`src/rtl/uart_pkg.sv`:
```
// Shared definitions for the UART transmit path: parity modes, FSM state
// encoding and the parity helper used when a word is latched.
package uart_pkg;

  localparam int PAR_NONE      = 0;
  localparam int PAR_ODD       = 1;
  localparam int PAR_EVEN      = 2;
  localparam int MAX_DATA_BITS = 9;

  typedef enum logic [2:0] {
    ST_IDLE   = 3'd0,
    ST_START  = 3'd1,
    ST_DATA   = 3'd2,
    ST_PARITY = 3'd3,
    ST_STOP   = 3'd4
  } uart_state_e;

  // Caller zero-extends the word, so unused upper bits never flip the result.
  function automatic logic parity_bit(input logic [MAX_DATA_BITS-1:0] data, input int mode);
    logic p;
    p = ^data;
    if (mode == PAR_ODD) p = ~p;
    return p;
  endfunction

endpackage

```
`src/rtl/uart_baud_nco.sv`:
```
// Fractional baud-rate generator: accumulates BAUD each cycle and emits a tick
// whenever the running sum crosses CLK_HZ, so bit lengths never drift.
module uart_baud_nco #(
  parameter int CLK_HZ = 40_000_000,
  parameter int BAUD   = 115_200
) (
  input  logic sys_clk_i,
  input  logic sys_rst_i,
  input  logic run,
  input  logic clear,
  output logic tick
);

  localparam int ACC_W = $clog2(CLK_HZ) + 1;
  localparam logic [ACC_W-1:0] STEP = ACC_W'(BAUD);
  localparam logic [ACC_W-1:0] WRAP = ACC_W'(CLK_HZ - BAUD);

  logic [ACC_W-1:0] acc_q, acc_d;

  always_comb begin
    tick  = 1'b0;
    acc_d = acc_q;
    if (clear) begin
      acc_d = '0;
    end else if (run) begin
      // acc + BAUD - CLK_HZ, written as a single subtract of the constant
      if (acc_q >= WRAP) begin
        tick  = 1'b1;
        acc_d = acc_q - WRAP;
      end else begin
        acc_d = acc_q + STEP;
      end
    end
  end

  always_ff @(posedge sys_clk_i or posedge sys_rst_i) begin
    if (sys_rst_i) acc_q <= '0;
    else           acc_q <= acc_d;
  end

endmodule

```
`src/rtl/uart_tx_fifo.sv`:
```
// UART transmitter with an inline circular FIFO and NCO bit timing.
// Frame: start bit, DATA_BITS LSB first, optional parity, STOP_BITS stop bits.
module uart_tx_fifo
  import uart_pkg::*;
#(
  parameter int CLK_HZ     = 40_000_000,
  parameter int BAUD       = 115_200,
  parameter int DATA_BITS  = 8,
  parameter int PARITY     = 0,
  parameter int STOP_BITS  = 1,
  parameter int FIFO_DEPTH = 4
) (
  input  logic                          sys_clk_i,
  input  logic                          sys_rst_i,
  input  logic                          uart_wr_i,
  input  logic [DATA_BITS-1:0]          uart_dat_i,
  output logic                          uart_full_o,
  output logic                          uart_busy,
  output logic [$clog2(FIFO_DEPTH):0]   uart_level_o,
  output logic                          uart_tx
);

  localparam int AW = $clog2(FIFO_DEPTH);
  localparam int LW = AW + 1;
  localparam int BW = $clog2(DATA_BITS);
  localparam logic [LW-1:0] DEPTH_L   = LW'(FIFO_DEPTH);
  localparam logic [BW-1:0] LAST_BIT  = BW'(DATA_BITS - 1);
  localparam logic          STOP_LAST = (STOP_BITS == 2) ? 1'b1 : 1'b0;

  // FIFO: pointers carry one extra wrap bit so full and empty are distinct
  logic [DATA_BITS-1:0] fifo_mem [FIFO_DEPTH];
  logic [LW-1:0]        wr_ptr_q, wr_ptr_d;
  logic [LW-1:0]        rd_ptr_q, rd_ptr_d;
  logic [LW-1:0]        level, level_d;
  logic                 full_q, full_d;
  logic                 push, pop;
  logic [DATA_BITS-1:0] head;
  logic                 head_par;

  // Transmit FSM state
  uart_state_e          state_q, state_d;
  logic [DATA_BITS-1:0] shift_q, shift_d;
  logic                 par_q, par_d;
  logic [BW-1:0]        bit_q, bit_d;
  logic                 stop_q, stop_d;
  logic                 tx_q, tx_d;
  logic                 tick;

  assign level    = wr_ptr_q - rd_ptr_q;
  assign head     = fifo_mem[rd_ptr_q[AW-1:0]];
  assign head_par = parity_bit(MAX_DATA_BITS'(head), PARITY);
  assign push     = uart_wr_i && !full_q;

  always_comb begin
    wr_ptr_d = wr_ptr_q + LW'(push);
    rd_ptr_d = rd_ptr_q + LW'(pop);
    level_d  = wr_ptr_d - rd_ptr_d;
    full_d   = (level_d == DEPTH_L);
  end

  always_ff @(posedge sys_clk_i) begin
    if (push) fifo_mem[wr_ptr_q[AW-1:0]] <= uart_dat_i;
  end

  uart_baud_nco #(
    .CLK_HZ (CLK_HZ),
    .BAUD   (BAUD)
  ) u_nco (
    .sys_clk_i (sys_clk_i),
    .sys_rst_i (sys_rst_i),
    .run       (state_q != ST_IDLE),
    .clear     (state_q == ST_IDLE),
    .tick      (tick)
  );

  always_comb begin
    state_d = state_q;
    shift_d = shift_q;
    par_d   = par_q;
    bit_d   = bit_q;
    stop_d  = stop_q;
    tx_d    = tx_q;
    pop     = 1'b0;

    case (state_q)
      ST_IDLE: begin
        tx_d = 1'b1;
        if (level != '0) begin
          pop     = 1'b1;
          shift_d = head;
          par_d   = head_par;
          state_d = ST_START;
          tx_d    = 1'b0;
        end
      end

      ST_START: begin
        if (tick) begin
          state_d = ST_DATA;
          bit_d   = '0;
          tx_d    = shift_q[0];
        end
      end

      ST_DATA: begin
        if (tick) begin
          if (bit_q == LAST_BIT) begin
            if (PARITY != PAR_NONE) begin
              state_d = ST_PARITY;
              tx_d    = par_q;
            end else begin
              state_d = ST_STOP;
              stop_d  = 1'b0;
              tx_d    = 1'b1;
            end
          end else begin
            shift_d = shift_q >> 1;
            bit_d   = bit_q + BW'(1);
            tx_d    = shift_q[1];
          end
        end
      end

      ST_PARITY: begin
        if (tick) begin
          state_d = ST_STOP;
          stop_d  = 1'b0;
          tx_d    = 1'b1;
        end
      end

      ST_STOP: begin
        if (tick) begin
          if (stop_q == STOP_LAST) begin
            // back-to-back frames: next start bit follows the last stop bit directly
            if (level != '0) begin
              pop     = 1'b1;
              shift_d = head;
              par_d   = head_par;
              state_d = ST_START;
              tx_d    = 1'b0;
            end else begin
              state_d = ST_IDLE;
              tx_d    = 1'b1;
            end
          end else begin
            stop_d = 1'b1;
          end
        end
      end

      default: begin
        state_d = ST_IDLE;
        tx_d    = 1'b1;
      end
    endcase
  end

  always_ff @(posedge sys_clk_i or posedge sys_rst_i) begin
    if (sys_rst_i) begin
      wr_ptr_q <= '0;
      rd_ptr_q <= '0;
      full_q   <= 1'b0;
      state_q  <= ST_IDLE;
      shift_q  <= '0;
      par_q    <= 1'b0;
      bit_q    <= '0;
      stop_q   <= 1'b0;
      tx_q     <= 1'b1;
    end else begin
      wr_ptr_q <= wr_ptr_d;
      rd_ptr_q <= rd_ptr_d;
      full_q   <= full_d;
      state_q  <= state_d;
      shift_q  <= shift_d;
      par_q    <= par_d;
      bit_q    <= bit_d;
      stop_q   <= stop_d;
      tx_q     <= tx_d;
    end
  end

  assign uart_full_o  = full_q;
  assign uart_level_o = level;
  assign uart_busy    = (state_q != ST_IDLE) || (level != '0);
  assign uart_tx      = tx_q;

endmodule
```
`config.mk`:
```
export PLATFORM = sky130hd
export DESIGN_NAME = uart_tx_fifo
export DESIGN_NICKNAME = d
export VERILOG_FILES = /design/src/rtl/uart_pkg.sv /design/src/rtl/uart_baud_nco.sv /design/src/rtl/uart_tx_fifo.sv
export SDC_FILE = /design/constraint.sdc
export NUM_CORES = 1
export LEC_CHECK = 0
export ABC_AREA = 1
export CORE_UTILIZATION = 58
export CTS_CLUSTER_SIZE = 25
export DETAILED_ROUTE_END_ITERATION = 8
export PLACE_DENSITY = 0.85
export SETUP_SLACK_MARGIN = 0.1
export SKIP_LAST_GASP = 1
export SLEW_MARGIN = 20
export SYNTH_ARGS = -nofsm -noshare
export SYNTH_HDL_FRONTEND = slang
export SYNTH_SLANG_ARGS = --single-unit
```
`constraint.sdc`:
```
create_clock -name sys_clk_i -period 9.6 [get_ports sys_clk_i]
set_input_delay 0.96 -clock sys_clk_i [delete_from_list [all_inputs] [get_ports sys_clk_i]]
set_output_delay 0.96 -clock sys_clk_i [all_outputs]
set_load 0.02 [all_outputs]
```
# == Word-level counts from Yosys, hierarchy flattened ==
# Memory sizes are Yosys's and may differ from the RTL's.
# Cells that the tools add are included.
# op_classes
eq_ne,14
muxes,45
magnitude_cmp,1
shift,0
bitwise_logic,0
mul,0
n_reduce_logical,15
add_sub_neg,7
n_div,0
# op_table
cell,count
two-way mux 27 bit,3
two-way mux 8 bit,5
two-way mux 3 bit,10
"adder 27 x 17 -> 27 bit, second input constant",1
"greater-or-equal comparator 27 x 26 -> 1 bit, second input constant",1
"subtractor 27 x 26 -> 27 bit, second input constant",1
one-hot mux 8 bit (3 select lines),1
two-way mux 1 bit,21
"inequality test 2 bit, second input constant",8
one-hot mux 3 bit (5 select lines),1
AND reduction 5 bit,3
nonzero test 3 bit,4
"== test 3 bit, second input constant",3
AND reduction 7 bit,1
adder 3 x 1 -> 3 bit,2
"== test 3 x 2 -> 1 bit, second input constant",2
one-hot mux 3 bit (2 select lines),1
subtractor 3 bit,2
one-hot mux 1 bit (5 select lines),1
AND reduction 4 bit,1
nonzero test 2 bit,2
"adder 3 x 1 -> 3 bit, second input constant",1
"== test 3 x 1 -> 1 bit, second input constant",1
logical NOT 3 bit,1
5 further kinds,5
# totals
out_inout_bits,6
wordCells,92
memories,1
mem_bits_ro,0
ramBits,32
latchBits,0
inputBits,11
reg_bits,50
# memory_table
memory,depth,word_bits,read_ports,rd_ports_with_merged_regs,write_ports,line,rtl
fifo_mem,4,8,1,0,1,uart_tx_fifo.sv:31,logic [DATA_BITS-1:0] fifo_mem [FIFO_DEPTH];

# == Depth between registers and ports, before layout ==
# logic_depth
ltp_word,9
mapped_depth,17

# == Modules after synthesis ==
# Synthesis repeated with hierarchy kept, for this count alone.
# hier_totals
cells_unflattened,590
hier_area_um2,4528.1
# modules_own_cells
module,n_inst,area_each_um2,seq_area_each_um2,cells_per_inst
uart_tx_fifo,1,2580.0,1512.7,259
uart_baud_nco,1,1948.1,450.4,331

# == Least setup slack after synthesis ==
# Ideal clock, no wire load.
# synth_path
path_type,register to register
start,register wr_ptr_q[0]
end,register full_q (netlist: uart_full_o)
period_less_slack_ps,3003
path_slack_ps,6597
n_path_buf,0
arrival_time_ps,2884
setup_time_ps,118
path_stages_with_launch,18
cell_sequence,dfrtp_1 -> inv_1 -> ha_1 -> fa_1 -> xor2_1 -> xor2_1 -> nand2_1 -> nand2_1 -> inv_1 -> o21ai_0 -> inv_1 -> ha_1 -> ha_1 -> inv_1 -> ha_1 -> a21oi_1 -> xor2_1 -> nor2_1
# synth_between
elab_chain_len,9
word_cells_on_any_way,10
classes_between,add/sub (4); eq/ne (1); mux (4); reduce/logical (1)
# synth_lines
element,line,rtl
"start, declared",uart_tx_fifo.sv:32,"logic [LW-1:0] wr_ptr_q, wr_ptr_d;"
"start signal, assigned",uart_tx_fifo.sv:171,wr_ptr_q <= wr_ptr_d;
subtractor 3 bit (*),uart_tx_fifo.sv:49,assign level = wr_ptr_q - rd_ptr_q;
nonzero test 3 bit (*),"uart_tx_fifo.sv:88, uart_tx_fifo.sv:136",
two-way mux 1 bit (*),"uart_tx_fifo.sv:88, uart_tx_fifo.sv:136",
two-way mux 1 bit,uart_tx_fifo.sv:134,if (stop_q == STOP_LAST) begin
two-way mux 1 bit,uart_tx_fifo.sv:133,if (tick) begin
one-hot mux 1 bit (2 select lines) (*),uart_tx_fifo.sv:85,case (state_q)
adder 3 x 1 -> 3 bit (*),uart_tx_fifo.sv:56,rd_ptr_d = rd_ptr_q + LW'(pop);
via rd_ptr_d[1],uart_tx_fifo.sv:33,"logic [LW-1:0] rd_ptr_q, rd_ptr_d;"
subtractor 3 bit (*),uart_tx_fifo.sv:57,level_d = wr_ptr_d - rd_ptr_d;
== test 3 bit (*),uart_tx_fifo.sv:58,full_d = (level_d == DEPTH_L);
via full_d,uart_tx_fifo.sv:35,"logic full_q, full_d;"
"end signal, assigned",uart_tx_fifo.sv:173,full_q <= full_d;
"end, declared",uart_tx_fifo.sv:35,
# The timed path passes the listed nets; every way through them passes the cells marked *.
# A chain may end at the register's enable or synchronous reset.

# == Worst setup path in the final report ==
# layout_path
start,register rd_ptr_q[0]
end,output uart_busy
# layout_between
elab_chain_len,3
# layout_lines
element,line,rtl
"start, declared",uart_tx_fifo.sv:33,
"start signal, assigned",uart_tx_fifo.sv:172,rd_ptr_q <= rd_ptr_d;
subtractor 3 bit,uart_tx_fifo.sv:49,
nonzero test 3 bit,uart_tx_fifo.sv:185,assign uart_busy = (state_q != ST_IDLE) || (level != '0);
logical OR 1 bit,uart_tx_fifo.sv:185,
"end, declared",uart_tx_fifo.sv:18,"output logic uart_busy,"
# Every way passes these cells.

==> metrics.txt <==
Residual DRC=0; Commonest cells post-synth=nand2_1 (147), nor2_1 (63), dfrtp_1 (39), inv_1 (39); gpl congestion=0.9380; Seq/Total Area, Yosys=0.4631; # resized after CTS=0; Clock Latency Late Sink=0.35 ns; Post-synth ARST share=0.5556; Max Slew Vio Count=0; Worst Setup Start Kind=flop; Post-DP HPWL=5.868 mm; net count after synthesis=543; DRT met1 WL=3.624 mm; Slew @ Worst Pin=0.7702 ns; P per Cell Area=306.0 nW/µm²; DIE WIDTH=87.49 µm; CP Capture Type=output port; die height=87.49 µm; Post-CTS Hold Fix Bufs=0; largest net degree at the start of global routing=41; First DRT Iteration DRCs=188; Multi-input gate area=1993 µm²; Layout Nets=560; crit path cell chain=ha_1 > fa_1 > xor2_1 > xor2_1 > nand3_1 > clkdlybuf4s50_1; diodes inserted=0; setup TNS=0 ns; Max-slew headroom=0.4838; Die ar.=7655 µm²; critical path class=reg -> out; Root Driver=clkbuf_8; Crit path largest cell delay=0.66 ns; number of synthesized flops with an enable pin=32; clk slew on worst S/H paths=0.08 ns; CTS Sinks=72; Core Box Area=6944 µm²; CP max-delay cell=dfrtp_1; share of layout cells above drive strength 1=0.1162; CTS tree=built; period utilization=0.4000; Worst Skew=0.01377 ns; Place WS=5.989 ns; Synth Warn #=0; I/O pin count=17; synth top area cells=dfrtp_1 (23%), edfxtp_1 (23%), nand2_1 (13%); final instance area=4659 µm²; Worst Path Max Fanout=26; most used cell, CP=xor2_1; row count=30; global-route wire length before repair=14.55 mm; leakage component of the power=2.162 nW; Syn Area/Cell=8.152 µm²; H-tree depth=3; CTS Buf Count=9; cell taking the most area after synthesis=dfrtp_1; input/output buffers=16; worst vdd ir=0.3009 mV; Placed Area=4448 µm²; initial antenna violation count=0; Post-Syn Instances=520; smallest setup slack after layout=5.760 ns; Synth top area share=0.2302; DR WL met2=4.358 mm; Worst Hold Class=reg -> reg; fmax=260.4 MHz; GRT overflow=0; Vias/cell=5.348; final setup vio count=0; WP data arrival=2.88 ns; area delta synth->final=9.917%; post-route minimum period=3.840 ns; Fin Hold WS=0.4861 ns; Post-Route WL=8.505 mm; RSZ-0062 raised after global routing=false; post-CTS setup buffer count=0; Netlist cell types=35; Max Root-Sink Buffers=2; DR WL/cell=13.33 µm; DR top layer=met4; Mapped Area=4239 µm²; post-route ant nets=0; Detailed Routing Iterations Pass 1=4; number of global-route vias before repair=3190; most used standard cell by instance count after synthesis=nand2_1; fill count=549; Req. time, crit path=8.64 ns; max cap viols=0; met3 WL=380 µm; Synth Register Bits=72; Initial Utilization=0.6105; Fin. Hold Viols=0; commonest register cell after synthesis=dfrtp_1; detailed-route via count=3412; run status=complete, no violations; Register Area=1963 µm²; GRT Total Usage=0.2500
-- placed cells by master (no fill, tap or decap), types with 3 or more instances in the layout --
master,instances
nor2_4,5
a21oi_1,15
inv_1,39
nor3_1,12
nor2_2,4
xor2_1,18
clkbuf_8,9
o21ai_0,37
clkdlybuf4s50_1,16
nor3_2,5
dfrtp_1,39
nand2_1,147
xnor2_1,3
nor2_1,63
nand4_1,4
nand2_2,4
nand3_1,37
edfxtp_1,32
ha_1,11
nand2_4,7
inv_2,12
-- worst max-delay path: cells and delay by family (launching register included) --
kind / cells / cell delay, ns
XOR/XNOR: 2 / 0.39
adder cells (fa/ha/maj): 2 / 0.73
buffers and inverters: 1 / 0.58
flip-flops: 1 / 0.66
AND/OR/NAND/NOR: 1 / 0.17
-- metal layers --
layer  GRT usage  vias up
li1            -     1730
met1      0.3158     1563
met2      0.4247      103
met3     0.05024       16
met4     0.09389        0
met5           0        -
-- report_power, final --
| group | internal [mW] | switching [mW] | leakage, nW | total (mW) |
|---|---|---|---|---|
| Combinational | 0.251 | 0.417 | 1.26 | 0.668 |
| Clock | 0.122 | 0.122 | 0.100 | 0.244 |
| Sequential | 0.414 | 0.0997 | 0.804 | 0.513 |
-- kinds of logic after synthesis --
group                      share of synthesized area
and+or+nand+nor                               0.3141
buffers and inverters                        0.07143
xor gates and xnor gates                     0.04339
DFF                                           0.4631
adders and majority gates                    0.03719
AOI/OAI and AO/OA                            0.07084
-- flip-flops by register name, summed over array words and instances, names as in the netlist --
signal,cells
bit_q,3
wr_ptr_q,3
rd_ptr_q,3
uart_full_o,1
fifo_mem,32
state_q,3
uart_tx,1
shift_q,8
u_nco.acc_q,18
-- path summary, 6_finish.rpt --
path / from / depth (start not counted) / slack (ns) / endpoint
hold / removal: shift_q[2]$_DFFE_PP0P_ / 2 / 0.49 / shift_q[2]$_DFFE_PP0P_
setup reg to reg: rd_ptr_q[0]$_DFF_PP0_ / 16 / 5.99 / uart_full_o$_DFF_PP0_
hold reg to reg: shift_q[2]$_DFFE_PP0P_ / 2 / 0.49 / shift_q[2]$_DFFE_PP0P_
min in group asynchronous: sys_rst_i / 3 / 1.04 / state_q[1]$_DFFE_PP0P_
setup / recovery: rd_ptr_q[0]$_DFF_PP0_ / 6 / 5.76 / uart_busy
max in group asynchronous: sys_rst_i / 3 / 8.18 / uart_tx$_DFFE_PP1P_
-- final cells by class --
cell class / instances / share of cell area
multi-input cells: 382 / 0.4278
clock inverters: 7 / 0.01665
flip-flops and latches: 72 / 0.4213
inverters: 54 / 0.04431
repair buffers: 18 / 0.03759
clock buffers: 9 / 0.02658
well taps: 96 / 0.02578
-- per-stage QoR --
stage | util | power (mW) | cells
after detailed placement | 0.6405 | 1.177 | 622
after CTS | 0.6696 | 1.428 | 638
after floorplan | - | 1.005 | 520
final | 0.6710 | 1.426 | 638
after global placement | 0.6391 | 1.145 | 622
after global routing | 0.6710 | 1.545 | 638
(Power assumes the default switching activity.)
